[config.mk]
export PLATFORM = sky130hd
export DESIGN_NAME = dev_timer
export DESIGN_NICKNAME = d
export VERILOG_FILES = /design/src/rtl/dev_timer.sv
export SDC_FILE = /design/constraint.sdc
export NUM_CORES = 1
export LEC_CHECK = 0
export ABC_CLOCK_PERIOD_IN_PS = 6610
export BUFFER_PORTS_ARGS = -buffer_cell sky130_fd_sc_hd__buf_2
export CELL_PAD_IN_SITES_DETAIL_PLACEMENT = 1
export CELL_PAD_IN_SITES_GLOBAL_PLACEMENT = 1
export CORE_ASPECT_RATIO = 1.1
export CORE_MARGIN = 2
export CORE_UTILIZATION = 40
export CTS_BUF_LIST = sky130_fd_sc_hd__clkbuf_4
export CTS_CLUSTER_SIZE = 20
export DETAILED_ROUTE_END_ITERATION = 8
export PLACE_DENSITY = 0.93
export SETUP_SLACK_MARGIN = 0.4
export SLEW_MARGIN = 20
export SYNTH_ARGS = -nofsm -noshare
export SYNTH_HDL_FRONTEND = slang
export SYNTH_SLANG_ARGS = --single-unit
[constraint.sdc]
create_clock -name clk -period 6.61 [get_ports clk]
set_clock_uncertainty 0.1 [all_clocks]
set_input_delay 0.3305 -clock clk [delete_from_list [all_inputs] [get_ports clk]]
set_output_delay 0.3305 -clock clk [all_outputs]
set_load 0.005 [all_outputs]
[src/rtl/dev_timer.sv]
// Memory-mapped countdown timer: CTRL/PRESET/COUNT registers, one-shot or auto-reload
// operation, maskable interrupt.
module dev_timer (
    input  logic        clk,
    input  logic        reset,
    input  logic        sel,
    input  logic [31:0] add,
    input  logic        we,
    input  logic [31:0] wd,
    output logic [31:0] rd,
    output logic        irq
);

    typedef enum logic [1:0] {
        IDLE = 2'd0,
        LOAD = 2'd1,
        CNT  = 2'd2,
        INT  = 2'd3
    } state_t;

    state_t      state_r;
    logic [3:0]  ctrl_r;
    logic [31:0] preset_r;
    logic [31:0] count_r;
    logic        irq_flag_r;

    logic        wr_ctrl_s;
    logic        wr_preset_s;
    logic        mode_reload_s;
    logic        int_entry_s;
    logic        unused_add_s;

    assign wr_ctrl_s     = sel & we & (add[3:2] == 2'd0);
    assign wr_preset_s   = sel & we & (add[3:2] == 2'd1);
    assign mode_reload_s = (ctrl_r[2:1] == 2'd1);
    assign int_entry_s   = (state_r == CNT) & ctrl_r[0] & (count_r <= 32'd1);
    assign unused_add_s  = ^{add[31:4], add[1:0]};

    // Register file, countdown FSM and interrupt flag.
    always_ff @(posedge clk) begin
        if (reset) begin
            state_r    <= IDLE;
            ctrl_r     <= 4'd0;
            preset_r   <= 32'd0;
            count_r    <= 32'd0;
            irq_flag_r <= 1'b0;
        end else begin
            case (state_r)
                IDLE: begin
                    if (ctrl_r[0]) begin
                        state_r <= LOAD;
                    end else begin
                        state_r <= IDLE;
                    end
                end
                LOAD: begin
                    count_r <= preset_r;
                    state_r <= CNT;
                end
                CNT: begin
                    if (!ctrl_r[0]) begin
                        state_r <= IDLE;
                    end else if (count_r > 32'd1) begin
                        count_r <= count_r - 32'd1;
                    end else begin
                        // PRESET=0 lands here too, so COUNT never wraps
                        count_r <= 32'd0;
                        state_r <= INT;
                    end
                end
                INT: begin
                    state_r <= IDLE;
                end
                default: begin
                    state_r <= IDLE;
                end
            endcase

            // A CPU write to CTRL outranks the one-shot EN clear
            if (wr_ctrl_s) begin
                ctrl_r <= wd[3:0];
            end else if ((state_r == INT) && !mode_reload_s) begin
                ctrl_r[0] <= 1'b0;
            end else begin
                ctrl_r <= ctrl_r;
            end

            if (wr_preset_s) begin
                preset_r <= wd;
            end else begin
                preset_r <= preset_r;
            end

            // Entering INT sets the flag even if a clearing write lands on the same edge
            if (int_entry_s) begin
                irq_flag_r <= 1'b1;
            end else if (wr_ctrl_s || wr_preset_s) begin
                irq_flag_r <= 1'b0;
            end else if ((state_r == INT) && mode_reload_s) begin
                irq_flag_r <= 1'b0;
            end else begin
                irq_flag_r <= irq_flag_r;
            end
        end
    end

    // Read mux, independent of sel.
    always_comb begin
        rd = 32'd0;
        case (add[3:2])
            2'd0:    rd = {28'd0, ctrl_r};
            2'd1:    rd = preset_r;
            2'd2:    rd = count_r;
            default: rd = 32'd0;
        endcase
    end

    assign irq = ctrl_r[3] & irq_flag_r;

endmodule

==> summary.md <==
| Metric | Value |
|---|---|
| Sequential share of power | `56.0%` |
| Initial Util | `41.29%` |
| WL/cell | `18.09 µm` |
| CTS tree | `done` |
| DP Cell Count | `681` |
| CP Class | `register to register` |
| TNS Setup | `0 ns` |
| Die width | `97.68 µm` |
| Relative slew slack | `27.93%` |
| Power per cell area | `182.4 mW/mm²` |
| Crit end category | `register` |
| Total Routing Usage GR | `23.93%` |
| Vias per cell | `6.086` |
| Die area | `0.01046 mm²` |
| Yosys cell types | `43` |
| Most frequent cells in the layout | `nand2_1 (122), dfxtp_1 (71), buf_2 (70)` |
| Unrepaired setup endpoints after global routing | `false` |
| Via count | `4242` |
| Drt first pass iters | `5` |
| # rows | `37` |
| Slew Limit Fails | `0` |
| Most common cell after layout, fill and taps aside | `nand2_1` |
| Max Clk Rate | `322.1 MHz` |
| Comb pwr share | `14.5%` |
| Sequential cell area fraction in the yosys report | `36.81%` |
| Max VDD drop | `78.53 µV` |
| Remaining antenna violation count | `0` |
| Tightest Pin Transition | `1.078 ns` |
| Critical path peak fanout | `28` |
| Post-layout util | `46.48%` |
| Final setup violation count | `0` |
| Post-route cell area | `0.004347 mm²` |
| Tmin final | `3.105 ns` |
| Clock share of power | `29.5%` |
| Final hold viol count | `0` |
| Syn Inst Count | `527` |
| Uppermost routed layer | `met4` |
| Clock Latency Late Sink | `0.43 ns` |
| Cts bufs inserted | `9` |
| Core Area | `0.009351 mm²` |
| First-pass GRT wire length | `20690 µm` |
| Metal2 WL | `6134 µm` |
| Vias in the first global route | `4399` |
| CP Data Arrival Time | `3.29 ns` |
| HP Class | `primary input to register` |
| Die Y | `107.0 µm` |
| DP Area | `0.004244 mm²` |
| Fin nets | `645` |
| Post-CTS Setup Bufs | `0` |
| Finished Layout Cells | `697` |
| P_leak | `1.686 nW` |
| Ports | `101` |
| Root buffer cell | `clkbuf_4` |
| Area Growth Syn to Fin | `12.57%` |
| Total congestion overflow | `0` |
| Clk buf depth | `2` |
| Synth Register Bits | `71` |
| PortBufs | `70` |
| Avg Cell Area, Syn | `7.327 µm²` |
| Element type at the critical path start | `register` |
| Final Routed Wirelength | `12610 µm` |
| Antenna cell count | `0` |
| Setup WS post-layout | `3.505 ns` |
| M1 wire length | `5466 µm` |
| Final Cycle Share | `46.97%` |
| Switching share of power | `30.46%` |
| MaxCap Viol Count | `0` |
| H-tree lvl count | `3` |
| Detailed Route Iter0 Violations | `236` |
| HPWL Detailed | `8519 µm` |
| Syn nets | `597` |
| Worst EP required | `6.80 ns` |
| Switch Pwr | `0.2415 mW` |
| Post-CTS Hold Buffers | `0` |
| Warnings from Yosys | `0` |
| Int Power | `0.5515 mW` |
| RD Place Congestion | `0.8740` |
| CTS clock-pin slew for the worst setup and hold paths | `0.12 ns` |
| Antenna violations before repair | `0` |
| DRC violations left | `0` |
| Largest net degree at the start of global routing | `72` |
| Post-Syn Area | `0.003861 mm²` |
| Run status | `completed` |
| PostCTS Resize Cnt | `0` |
| Pre-CTS WS | `3.593 ns` |
| Clock sinks | `71` |
| Met3 wire len | `738 µm` |
| Layout cells sized above 1 | `16.72%` |
[power by group through the flow]
stage               combinational, mW  sequential, mW  clock (mW)
finish                          0.115           0.444       0.234
global route                    0.127           0.445       0.253
detailed placement              0.112           0.453           0
global placement                0.107           0.453           0
CTS                             0.114           0.444       0.237
floorplan                      0.0761           0.450           0
[final timing paths]
path	startpoint	cells past startpoint	to	slack, ns
max reg2reg	count_r[14]$_SDFFE_PP0P_	6	count_r[18]$_SDFFE_PP0P_	3.51
min reg2reg	preset_r[6]$_SDFFE_PP0P_	2	preset_r[6]$_SDFFE_PP0P_	0.37
min	wd[20]	3	preset_r[20]$_SDFFE_PP0P_	0.02
max	count_r[14]$_SDFFE_PP0P_	6	count_r[18]$_SDFFE_PP0P_	3.51
[area by class of cell]
cell class	instances	area (µm²)
Fill cell	1245	5005
Multi-Input combinational cell	408	2240
Sequential cell	71	1421
Timing Repair Buffer	78	410.4
Tap cell	117	146.4
Clock buffer	10	75.07
Clock inverter	6	27.53
Inverter	7	26.28
[synth_stat cells]
master,number,share of area (%)
a2111oi_0,1,0.23
a211oi_1,27,5.2
a21boi_0,3,0.58
a21oi_1,59,7.6
a221oi_1,4,0.91
a22o_1,28,6.4
a311oi_1,1,0.23
a32oi_1,1,0.23
and2_1,2,0.32
and2_4,1,0.23
and3_1,1,0.16
and4_1,1,0.23
buf_1,2,0.19
buf_2,2,0.26
buf_6,3,0.87
clkbuf_1,34,3.3
dfxtp_1,71,37
ha_1,2,0.65
inv_1,7,0.68
mux2i_1,7,1.8
nand2_1,122,12
nand2b_1,6,0.97
nand3_1,13,1.7
nand4_1,3,0.49
nand4b_1,1,0.23
nor2_1,29,2.8
nor2b_1,4,0.65
nor3_1,10,1.3
nor3b_1,1,0.19
nor4_1,10,1.6
o2111ai_1,1,0.23
o21a_1,4,0.78
o21ai_0,44,5.7
o221ai_1,1,0.23
o22ai_1,1,0.16
o31ai_1,3,0.58
o41ai_1,2,0.45
or2_2,1,0.16
or3_1,2,0.32
or4_1,5,0.97
or4_4,1,0.29
xnor2_1,1,0.23
xor2_1,5,1.1
[per-layer routing]
metal	track usage [%]	vias up
met4	11.21	0
met2	40.74	155
met5	0	-
li1	-	1992
met1	29.23	2067
met3	4.563	28
[metrics by stage]
step / power (mW) / hold WS [ns]
2_1_floorplan: 0.5260 / 0.3459
3_3_place_gp: 0.5596 / 0.3585
3_5_place_dp: 0.5656 / 0.3681
4_1_cts: 0.7940 / 0.009344
5_1_grt: 0.8258 / 0.01775
6_report: 0.7930 / 0.02328
[cell families (layout without fill, tap and decap cells)]
logic type / count (synthesis) / count (layout) / synth area share [%]
simple gates: 213 / 213 / 24.50
compound gates: 180 / 180 / 29.55
flops: 71 / 71 / 36.81
buf+inv: 48 / 101 / 5.314
mux: 7 / 7 / 1.815
xor+xnor: 6 / 6 / 1.361
fa+ha+maj: 2 / 2 / 0.6480
[flip-flops by register name (all words and copies together) (netlist names)]
signal	cells
count_r	32
preset_r	32
ctrl_r	4
state_r	2
irq_flag_r	1
[critical path: stages, from the launching register on]
cell	delay [ns]
dfxtp_1	0.41
nor4_1	0.60
nand3_1	0.44
or4_1	0.77
and2_4	0.35
a21oi_1	0.20
a211oi_1	0.07
Power figures use the tool's default switching activity.
